===== config.mk =====
export PLATFORM = sky130hd
export DESIGN_NAME = seven_segment_scanner
export DESIGN_NICKNAME = d
export VERILOG_FILES = /design/src/rtl/seg7_pkg.sv /design/src/rtl/seg7_hex_decoder.sv /design/src/rtl/seven_segment_scanner.sv
export SDC_FILE = /design/constraint.sdc
export NUM_CORES = 1
export LEC_CHECK = 0
export ABC_CLOCK_PERIOD_IN_PS = 3460
export BUFFER_PORTS_ARGS = -buffer_cell sky130_fd_sc_hd__buf_2
export CAP_MARGIN = 10
export CORE_MARGIN = 8
export CORE_UTILIZATION = 59
export CTS_CLUSTER_DIAMETER = 150
export DETAILED_ROUTE_END_ITERATION = 12
export PLACE_DENSITY = 0.8
export RECOVER_POWER = 25
export SKIP_CTS_REPAIR_TIMING = 1
export SYNTH_ARGS = -nofsm -noshare
export SYNTH_HDL_FRONTEND = slang
export SYNTH_SLANG_ARGS = --single-unit

===== constraint.sdc =====
create_clock -name CLK -period 3.46 [get_ports CLK]
set_clock_uncertainty 0.1 [all_clocks]
set_input_delay 0.692 -clock CLK [delete_from_list [all_inputs] [get_ports CLK]]
set_output_delay 0.692 -clock CLK [all_outputs]
set_load 0.02 [all_outputs]

===== src/rtl/seg7_pkg.sv =====
// Shared seven-segment definitions: segment bit positions, the dark pattern,
// the active-low hex glyph table and a decode helper used by the digit decoder.
package seg7_pkg;

  typedef logic [7:0] seg_t;

  localparam int SEG_A  = 0;
  localparam int SEG_B  = 1;
  localparam int SEG_C  = 2;
  localparam int SEG_D  = 3;
  localparam int SEG_E  = 4;
  localparam int SEG_F  = 5;
  localparam int SEG_G  = 6;
  localparam int SEG_DP = 7;

  localparam seg_t SEG_OFF = 8'hFF;

  localparam seg_t SEG_GLYPH_BITS = 8'((1 << SEG_A) | (1 << SEG_B) | (1 << SEG_C) |
                                       (1 << SEG_D) | (1 << SEG_E) | (1 << SEG_F) |
                                       (1 << SEG_G));

  localparam logic [15:0][7:0] HEX_TABLE = {
    8'h8E, 8'h86, 8'hA1, 8'hC6, 8'h83, 8'h88, 8'h90, 8'h80,
    8'hF8, 8'h82, 8'h92, 8'h99, 8'hB0, 8'hA4, 8'hF9, 8'hC0
  };

  function automatic seg_t hex_decode(input logic [3:0] value, input logic dot);
    seg_t seg;
    seg = HEX_TABLE[value] | ~SEG_GLYPH_BITS;
    seg[SEG_DP] = ~dot;
    return seg;
  endfunction

endpackage


===== src/rtl/seg7_hex_decoder.sv =====
// Combinational hex-to-seven-segment decoder with decimal point, active-low outputs.
module seg7_hex_decoder
  import seg7_pkg::*;
(
  input  logic [3:0] value,
  input  logic       dot,
  output logic [7:0] seg
);

  // Glyph lookup plus decimal point, both driven low when lit.
  always_comb begin
    seg = hex_decode(value, dot);
  end

endmodule


===== src/rtl/seven_segment_scanner.sv =====
// Multiplexed N-digit seven-segment scanner: per-frame input snapshot,
// PWM brightness, leading-zero blanking, blinking and a dead cycle per slot.
module seven_segment_scanner
  import seg7_pkg::*;
#(
  parameter int NUM_DIGITS   = 4,
  parameter int CLK_HZ       = 100000000,
  parameter int REFRESH_HZ   = 1000,
  parameter int BRIGHT_BITS  = 4,
  parameter int BLINK_FRAMES = 250
) (
  input  logic                      CLK,
  input  logic                      RESET,
  input  logic [4*NUM_DIGITS-1:0]   DIGITS,
  input  logic [NUM_DIGITS-1:0]     DOTS,
  input  logic [NUM_DIGITS-1:0]     DIGIT_EN,
  input  logic [NUM_DIGITS-1:0]     BLINK_MASK,
  input  logic                      BLANK_LZ,
  input  logic [BRIGHT_BITS-1:0]    BRIGHTNESS,
  output logic [7:0]                SEG7LIGHT,
  output logic [NUM_DIGITS-1:0]     SEG_SELECT,
  output logic                      FRAME_DONE
);

  localparam int SLOT_TICKS = CLK_HZ / REFRESH_HZ;
  localparam int SUB_TICKS  = SLOT_TICKS >> BRIGHT_BITS;
  localparam int PRESC_W    = (SLOT_TICKS > 1) ? $clog2(SLOT_TICKS) : 1;
  localparam int SUB_W      = (SUB_TICKS > 1) ? $clog2(SUB_TICKS) : 1;
  localparam int IDX_W      = (NUM_DIGITS > 1) ? $clog2(NUM_DIGITS) : 1;
  localparam int FRAME_W    = (BLINK_FRAMES > 1) ? $clog2(BLINK_FRAMES) : 1;

  logic [PRESC_W-1:0]      prescaler_q, prescaler_d;
  logic [SUB_W-1:0]        sub_cnt_q, sub_cnt_d;
  logic [BRIGHT_BITS-1:0]  sub_idx_q, sub_idx_d;
  logic [IDX_W-1:0]        index_q, index_d;
  logic [FRAME_W-1:0]      frame_cnt_q, frame_cnt_d;
  logic                    blink_on_q, blink_on_d;

  logic [4*NUM_DIGITS-1:0] snap_digits_q, snap_digits_d;
  logic [NUM_DIGITS-1:0]   snap_dots_q, snap_dots_d;
  logic [NUM_DIGITS-1:0]   snap_en_q, snap_en_d;
  logic [NUM_DIGITS-1:0]   snap_blink_q, snap_blink_d;
  logic                    snap_lz_q, snap_lz_d;
  logic [BRIGHT_BITS-1:0]  snap_bright_q, snap_bright_d;

  logic [7:0]              seg_q, seg_d;
  logic [NUM_DIGITS-1:0]   sel_q, sel_d;
  logic                    frame_done_q, frame_done_d;

  logic                    slot_tick;
  logic                    frame_tick;
  logic                    upper_zero;
  logic [NUM_DIGITS-1:0]   lz_blank;
  logic [NUM_DIGITS-1:0]   visible;
  logic [3:0]              cur_digit;
  logic                    cur_dot;
  logic                    cur_visible;
  logic [7:0]              cur_seg;
  logic                    pwm_on;
  logic                    active;

  // Slot timing, scan index, blink phase and the frame-boundary snapshot.
  always_comb begin
    slot_tick     = (prescaler_q == PRESC_W'(SLOT_TICKS - 1));
    frame_tick    = slot_tick && (index_q == IDX_W'(NUM_DIGITS - 1));
    prescaler_d   = slot_tick ? '0 : prescaler_q + 1'b1;
    sub_cnt_d     = sub_cnt_q;
    sub_idx_d     = sub_idx_q;
    index_d       = index_q;
    frame_cnt_d   = frame_cnt_q;
    blink_on_d    = blink_on_q;
    snap_digits_d = snap_digits_q;
    snap_dots_d   = snap_dots_q;
    snap_en_d     = snap_en_q;
    snap_blink_d  = snap_blink_q;
    snap_lz_d     = snap_lz_q;
    snap_bright_d = snap_bright_q;
    if (slot_tick) begin
      sub_cnt_d = '0;
      sub_idx_d = '0;
      index_d   = frame_tick ? '0 : index_q + 1'b1;
    end else if (sub_cnt_q == SUB_W'(SUB_TICKS - 1)) begin
      sub_cnt_d = '0;
      sub_idx_d = sub_idx_q + 1'b1;
    end else begin
      sub_cnt_d = sub_cnt_q + 1'b1;
    end
    if (frame_tick) begin
      if (frame_cnt_q == FRAME_W'(BLINK_FRAMES - 1)) begin
        frame_cnt_d = '0;
        blink_on_d  = ~blink_on_q;
      end else begin
        frame_cnt_d = frame_cnt_q + 1'b1;
      end
      snap_digits_d = DIGITS;
      snap_dots_d   = DOTS;
      snap_en_d     = DIGIT_EN;
      snap_blink_d  = BLINK_MASK;
      snap_lz_d     = BLANK_LZ;
      snap_bright_d = BRIGHTNESS;
    end
  end

  // Per-digit visibility: enable, leading-zero run from the top digit down, blink phase.
  always_comb begin
    upper_zero = 1'b1;
    lz_blank   = '0;
    for (int i = NUM_DIGITS - 1; i >= 0; i--) begin
      upper_zero = upper_zero && (snap_digits_q[4*i +: 4] == 4'h0);
      if (i > 0) begin
        lz_blank[i] = snap_lz_q && upper_zero;
      end
    end
    visible = snap_en_q & ~lz_blank & ~(snap_blink_q & {NUM_DIGITS{~blink_on_q}});
  end

  // Pick the snapshot value, dot and visibility of the digit being scanned.
  always_comb begin
    cur_digit   = 4'h0;
    cur_dot     = 1'b0;
    cur_visible = 1'b0;
    for (int i = 0; i < NUM_DIGITS; i++) begin
      if (index_q == IDX_W'(i)) begin
        cur_digit   = snap_digits_q[4*i +: 4];
        cur_dot     = snap_dots_q[i];
        cur_visible = visible[i];
      end
    end
  end

  seg7_hex_decoder u_decoder (
    .value (cur_digit),
    .dot   (cur_dot),
    .seg   (cur_seg)
  );

  // Next pin values: lit only when visible, past the dead cycle and inside the PWM window.
  always_comb begin
    pwm_on       = (prescaler_q != '0) && (sub_idx_q <= snap_bright_q);
    active       = cur_visible && pwm_on;
    seg_d        = active ? cur_seg : SEG_OFF;
    sel_d        = '1;
    for (int i = 0; i < NUM_DIGITS; i++) begin
      sel_d[i] = !(active && (index_q == IDX_W'(i)));
    end
    frame_done_d = frame_tick;
  end

  // State and output registers; reset forces a dark display with an empty snapshot.
  always_ff @(posedge CLK or negedge RESET) begin
    if (!RESET) begin
      prescaler_q   <= '0;
      sub_cnt_q     <= '0;
      sub_idx_q     <= '0;
      index_q       <= '0;
      frame_cnt_q   <= '0;
      blink_on_q    <= 1'b1;
      snap_digits_q <= '0;
      snap_dots_q   <= '0;
      snap_en_q     <= '0;
      snap_blink_q  <= '0;
      snap_lz_q     <= 1'b0;
      snap_bright_q <= '0;
      seg_q         <= SEG_OFF;
      sel_q         <= '1;
      frame_done_q  <= 1'b0;
    end else begin
      prescaler_q   <= prescaler_d;
      sub_cnt_q     <= sub_cnt_d;
      sub_idx_q     <= sub_idx_d;
      index_q       <= index_d;
      frame_cnt_q   <= frame_cnt_d;
      blink_on_q    <= blink_on_d;
      snap_digits_q <= snap_digits_d;
      snap_dots_q   <= snap_dots_d;
      snap_en_q     <= snap_en_d;
      snap_blink_q  <= snap_blink_d;
      snap_lz_q     <= snap_lz_d;
      snap_bright_q <= snap_bright_d;
      seg_q         <= seg_d;
      sel_q         <= sel_d;
      frame_done_q  <= frame_done_d;
    end
  end

  assign SEG7LIGHT  = seg_q;
  assign SEG_SELECT = sel_q;
  assign FRAME_DONE = frame_done_q;

endmodule


==> impl_metrics.toml, run 1 <==
[pwr]
combPwrFrac_pct = 2.2
pwr-share-seq_pct = 55.5
p_leak_nw = 2.33
peakVddDrop_mv = 0.202
internal_power_w = 0.00149
clockPowerShare_pct = 42.3
power.switching_w = 0.000421
swShare_pct = 22.0
p_per_area_mw_per_mm2 = 376

[layout]
fin_area_mm2 = 0.00510
n_antenna_cell = 0
nNetsFinal = 522
areaGrowthSynthToFinish_pct = 12.3
drive_gt1_share_pct = 25.9

[logic_synthesis]
yosysSeqAreaShare_pct = 50.5
yosysMostFrequentCell = "dfrtp_1"
async_flop_share_pct = 100
synth_edf_count = 0
yosysWarnings = 0
synth_cells = 416
synth_top_area_share_pct = 43.0
synth_cell_type_count = 52
ys.flop_type = "dfrtp_1"
synth_nets = 472
avgSynthCellArea_um2 = 10.9
synth_top_cell_by_area = "dfrtp_1"
syn_area_mm2 = 0.00454
ys_ff_latch = 91
ys_top_cells_by_area = "dfrtp_1 (43%), dfstp_2 (7.5%), mux2_2 (6.9%), ha_1 (5.8%), nand2_1 (2.9%)"
synth.top_cells.by_count = "dfrtp_1 (78), nand2_1 (35), nor2_1 (34)"

[route]
vias = 3215
first_iter_violations = 226
vias_per_cell = 5.61
drc = 0
ant_nets = 0
routedWlPerCell_um = 16.0
wl_mm = 9.19
first_pass_iters = 5

[setup_path]
cp_max_fo = 11
arrival_ns = 2.99
startpoint_type = "flop"
r2r_cells = 9
required_ns = 3.62
end_kind = "flop"
crit_type = "flop to flop"

[min_path]
min-delay-path-class = "flop to flop"
whs_path_depth = 1

[sta]
period_needed_ns = 2.83
finalCritPeriodShare_pct = 81.7
slew_violations = 43
hold_viol = 0
setup-violations-final = 0
setup_tns_ns = 0
rsz0062_at_grt = "no"
slew_headroom_pct = -59.2
max_freq_mhz = 354
max_slew.worst_pin.slew_ns = 2.39

[floorplan]
dieArea_mm2 = 0.0108
die_w_um = 104
die_height_um = 104
ios = 48
fp-row-count = 32
core-area_mm2 = 0.00761
initial_utilization_pct = 59.7

[clock_tree]
cts_tree = "built"
htreeDepth = 3
clock_path_buffers = 2
clkLatencyLatePin_ns = 0.36
cts_root_buffer = "clkbuf_8"
cts_inserted_buffers = 9
clk_pin_slew_worst_paths_ns = 0.09
cts_num_sinks = 91

[grt]
grt_use_total_pct = 17.9
grt_pass1_wl_mm = 16.0
antenna_found_initial = 0
grt_max_degree = 50
overflow = 0
grt_pass1_vias = 3309

[status]
failed_checks = "capacitance limit, slew limit"
status = "finished with violations"

[run]
cap_violations = 1

[placement]
gp_congestion = 0.845
placed_area_mm2 = 0.00488
dp_hpwl_mm = 6.68
port_buffers = 47
sequential cells by signal (all words and copies together) (netlist names), 8 cells and up:
register,cells
prescaler_q,17
snap_digits_q,16
frame_cnt_q,8
SEG7LIGHT,8
sub_cnt_q,13
metrics by stage:
stage	utilization (%)	setup WS (ns)	hold slack [ns]	cells	power, W
3_5_place_dp	64.1	0.701	0.378	557	0.00113
3_3_place_gp	64.1	0.804	0.360	557	0.00113
2_1_floorplan	-	0.806	0.296	416	0.00108
4_1_cts	67.1	0.681	0.232	573	0.00193
5_1_grt	67.0	0.360	0.415	573	0.00198
6_report	67.0	0.633	0.399	573	0.00191
path summary, 6_finish.rpt:
kind | from | endpoint | slack (ns)
setup / recovery | index_q[1] | SEG7LIGHT[3] | 0.63
hold / removal | prescaler_q[0] | prescaler_q[0] | 0.40
setup reg to reg | index_q[1] | SEG7LIGHT[3] | 0.63
hold reg to reg | prescaler_q[0] | prescaler_q[0] | 0.40
max in group asynchronous | RESET | snap_en_q[0] | 0.95
min in group asynchronous | RESET | snap_digits_q[10] | 0.95
critical path, cell delays in order (launching register included):
cell and delay (ns):
dfrtp_1 0.41, inv_1 0.10, ha_1 0.38, a211oi_1 0.15, a221oi_2 0.52, inv_1 0.20
ha_1 0.35, nor2b_1 0.14, a211oi_1 0.29, o21ai_1 0.10
layout make-up:
type,count,area (µm²)
fillers,581,2510
flip-flops and latches,91,2290
multi-input cells,290,2080
repair buffers,51,289
well taps,102,128
clock buffers,9,124
clock inverters,7,98.8
inverters,23,86.3
power by group through the flow:
stage | clock network, W | logic [W] | registers (W)
after floorplan | 0 | 0.000000335 | 0.00108
after global placement | 0 | 0.0000421 | 0.00108
after detailed placement | 0 | 0.0000438 | 0.00108
after CTS | 0.000823 | 0.0000440 | 0.00106
after global routing | 0.000871 | 0.0000479 | 0.00106
final | 0.000810 | 0.0000414 | 0.00106
cell families (layout without fill, tap and decap cells):
family | Yosys count | in the layout | synth area share, %
AOI/OAI and AO/OA | 52 | 52 | 8.43
xor gates and xnor gates | 30 | 30 | 5.79
adders and majority gates | 21 | 21 | 5.79
buffers and inverters | 35 | 90 | 3.72
DFF | 91 | 91 | 50.5
muxes | 31 | 31 | 7.61
and+or+nand+nor | 156 | 156 | 18.2
routing by layer:
layer  share of wire [%]  wire length [µm]  GRT usage [%]  up-vias
li1                    -                 -              -     1545
met1                  46              4200           23.5     1560
met2                  47              4360           28.0       94
met3                 5.2               474           3.66       16
met4                 1.7               153           8.07        0
met5                   0                 0              0        -
layout by cell type (no fill, tap or decap), types with 3 or more instances in the layout:
cell type  Yosys  final
clkbuf_8       0      9
nor4_1         5      5
nand2b_1       3      3
nand2_1       35     35
o31ai_1        3      3
xor2_1        15     15
dfstp_2       13     13
a221oi_1       3      3
nand3_1       21     21
or3_1          3      3
buf_2          6     46
nand3b_1       3      3
nor2_1        34     34
inv_1         22     22
and2_1         4      4
a21oi_1        4      4
dfrtp_1       78     78
nor3_1        11     11
ha_1          21     21
nor2b_1       10     10
nor3b_1        3      3
o21ai_1        4      4
and3_1         8      8
nand4_1        5      5
mux2_2        28     28
xnor2_1       15     15
mux2i_1        3      3
o221ai_2       3      3
o21ai_0       18     18
a211oi_1       4      4
Power figures use the tool's default switching activity.
==> inputs of run 2 (changes only) <==
ABC_CLOCK_PERIOD_IN_PS = 2800   (was 3460)
clock period = 2.8 ns   (was 3.46 ns; I/O delays follow)
==> run 2 against run 1 <==
Compared with the run above: the run still ends with capacitance limit, slew limit left; final cell count up 1.0%; worst hold slack got worse by 0.099 ns; non-clock buffer count grew 6.
==> impl_metrics.toml, run 2 (same netlist as run 1, synthesis figures left out) <==
[grt]
grt_pass1_vias = 3233
overflow = 0
grt_max_degree = 53
antenna_found_initial = 0
grt_pass1_wl_mm = 15.6
grt_use_total_pct = 17.6

[route]
routedWlPerCell_um = 15.3
wl_met2_mm = 4.20
ant_nets = 0
wl_met1_mm = 4.08
vias_per_cell = 5.50
drc = 0
first_pass_iters = 4
first_iter_violations = 140
highest_layer = "met4"
vias = 3187
wl_mm = 8.86
dr_wl_met3_um = 419

[layout]
stdcell_count = 579
largest_reg_flops = 17
areaGrowthSynthToFinish_pct = 13.1
nNetsFinal = 528
layout_commonest_cell = "dfrtp_1"
reg_top3 = "prescaler_q (17), snap_digits_q (16), sub_cnt_q (13)"
n_antenna_cell = 0
drive_gt1_share_pct = 27.0
fin_util_pct = 67.5
largest-register = "prescaler_q"
final_cell_mix = "dfrtp_1 (78), buf_2 (46), nand2_1 (35), nor2_1 (34), mux2_2 (28)"

[sta]
rsz0062_at_grt = "no"
max_slew.worst_pin.slew_ns = 2.16
finalCritPeriodShare_pct = 90.8
slew_violations = 40
setup_tns_ns = 0
max_freq_mhz = 393
hold_viol = 0
slew_headroom_pct = -44.2
period_needed_ns = 2.54
setup-violations-final = 0

[floorplan]
initial_utilization_pct = 59.7
core-area_mm2 = 0.00761
die_w_um = 104
fp-row-count = 32
dieArea_mm2 = 0.0108
die_height_um = 104
ios = 48

[placement]
gp_congestion = 0.871
port_buffers = 47
dp_hpwl_mm = 6.62
dpl.cell_count = 563

[pwr]
p_leak_nw = 2.35
p_per_area_mw_per_mm2 = 437
peakVddDrop_mv = 0.276

[status]
status = "finished with violations"
failed_checks = "capacitance limit, slew limit"

[clock_tree]
cts_inserted_buffers = 9
cts_tree = "built"
clock_path_buffers = 2
cts_root_buffer = "clkbuf_8"
clkLatencyLatePin_ns = 0.36
cts_num_sinks = 91
htreeDepth = 3
clk_pin_slew_worst_paths_ns = 0.09

[setup_path]
cp_max_fo = 6
end_kind = "flop"
startpoint_type = "flop"
crit_type = "flop to flop"
required_ns = 2.99
arrival_ns = 2.73

[run]
cap_violations = 1

[min_path]
min-delay-path-class = "input pin to flop"
## run 2: changes by cell type in the layout (fill, tap and decap cells not counted), sizes merged
cell,change
bufinv,-1
clkinvlp,+2
buf,+6
clkinv,+1
inv,-2
## run 2: report_power, final
part	internal (W)	switching, W	total (W)
sequential	0.00131	0	0.00131
combinational	0.0000195	0.0000307	0.0000503
clock	0.000416	0.000465	0.000881
total	0.00175	0.000495	0.00225
## run 2: area by class of cell
class | instances | area (µm²)
clock buffers | 9 | 124
clock inverters | 7 | 76.3
fillers | 584 | 2470
inverters | 23 | 86.3
multi-input cells | 290 | 2080
flip-flops and latches | 91 | 2290
well taps | 102 | 128
repair buffers | 57 | 347
## run 2: metrics by stage
| step | area (µm²) | worst slack [ns] | total power [W] | hold slack (ns) |
|---|---|---|---|---|
| floorplan | 4540 | 0.146 | 0.00134 | 0.164 |
| global placement | 4940 | 0.376 | 0.00139 | 0.357 |
| detailed placement | 4940 | 0.264 | 0.00139 | 0.381 |
| CTS | 5140 | 0.243 | 0.00228 | 0.0669 |
| global route | 5130 | 0.0306 | 0.00234 | 0.294 |
| finish | 5130 | 0.258 | 0.00225 | 0.299 |
## run 2: final timing paths
kind	to	startpoint	slack (ns)	cells after the start
worst max-delay path	SEG7LIGHT[3]	index_q[0]	0.26	11
worst min-delay path	snap_bright_q[2]	BRIGHTNESS[2]	0.30	3
worst max register to register	SEG7LIGHT[3]	index_q[0]	0.26	11
worst min register to register	prescaler_q[0]	prescaler_q[0]	0.39	1
max in group asynchronous	snap_blink_q[1]	RESET	0.64	1
min in group asynchronous	snap_digits_q[0]	RESET	0.73	1
## run 2: layer usage
layer / up-vias / global-route usage (%)
li1: 1558 / -
met1: 1552 / 22.1
met2: 63 / 28.0
met3: 14 / 4.52
met4: 0 / 7.55
met5: - / 0
## run 2: worst max-delay path: stages (launching register included)
cell and delay [ns]:
dfrtp_1 0.41, inv_1 0.12, ha_1 0.26, nor2b_2 0.21, a22oi_1 0.09, a221oi_1 0.28, buf_4 0.20, inv_1 0.09
ha_1 0.26, nor2b_1 0.15, a211oi_1 0.20, o21ai_1 0.10
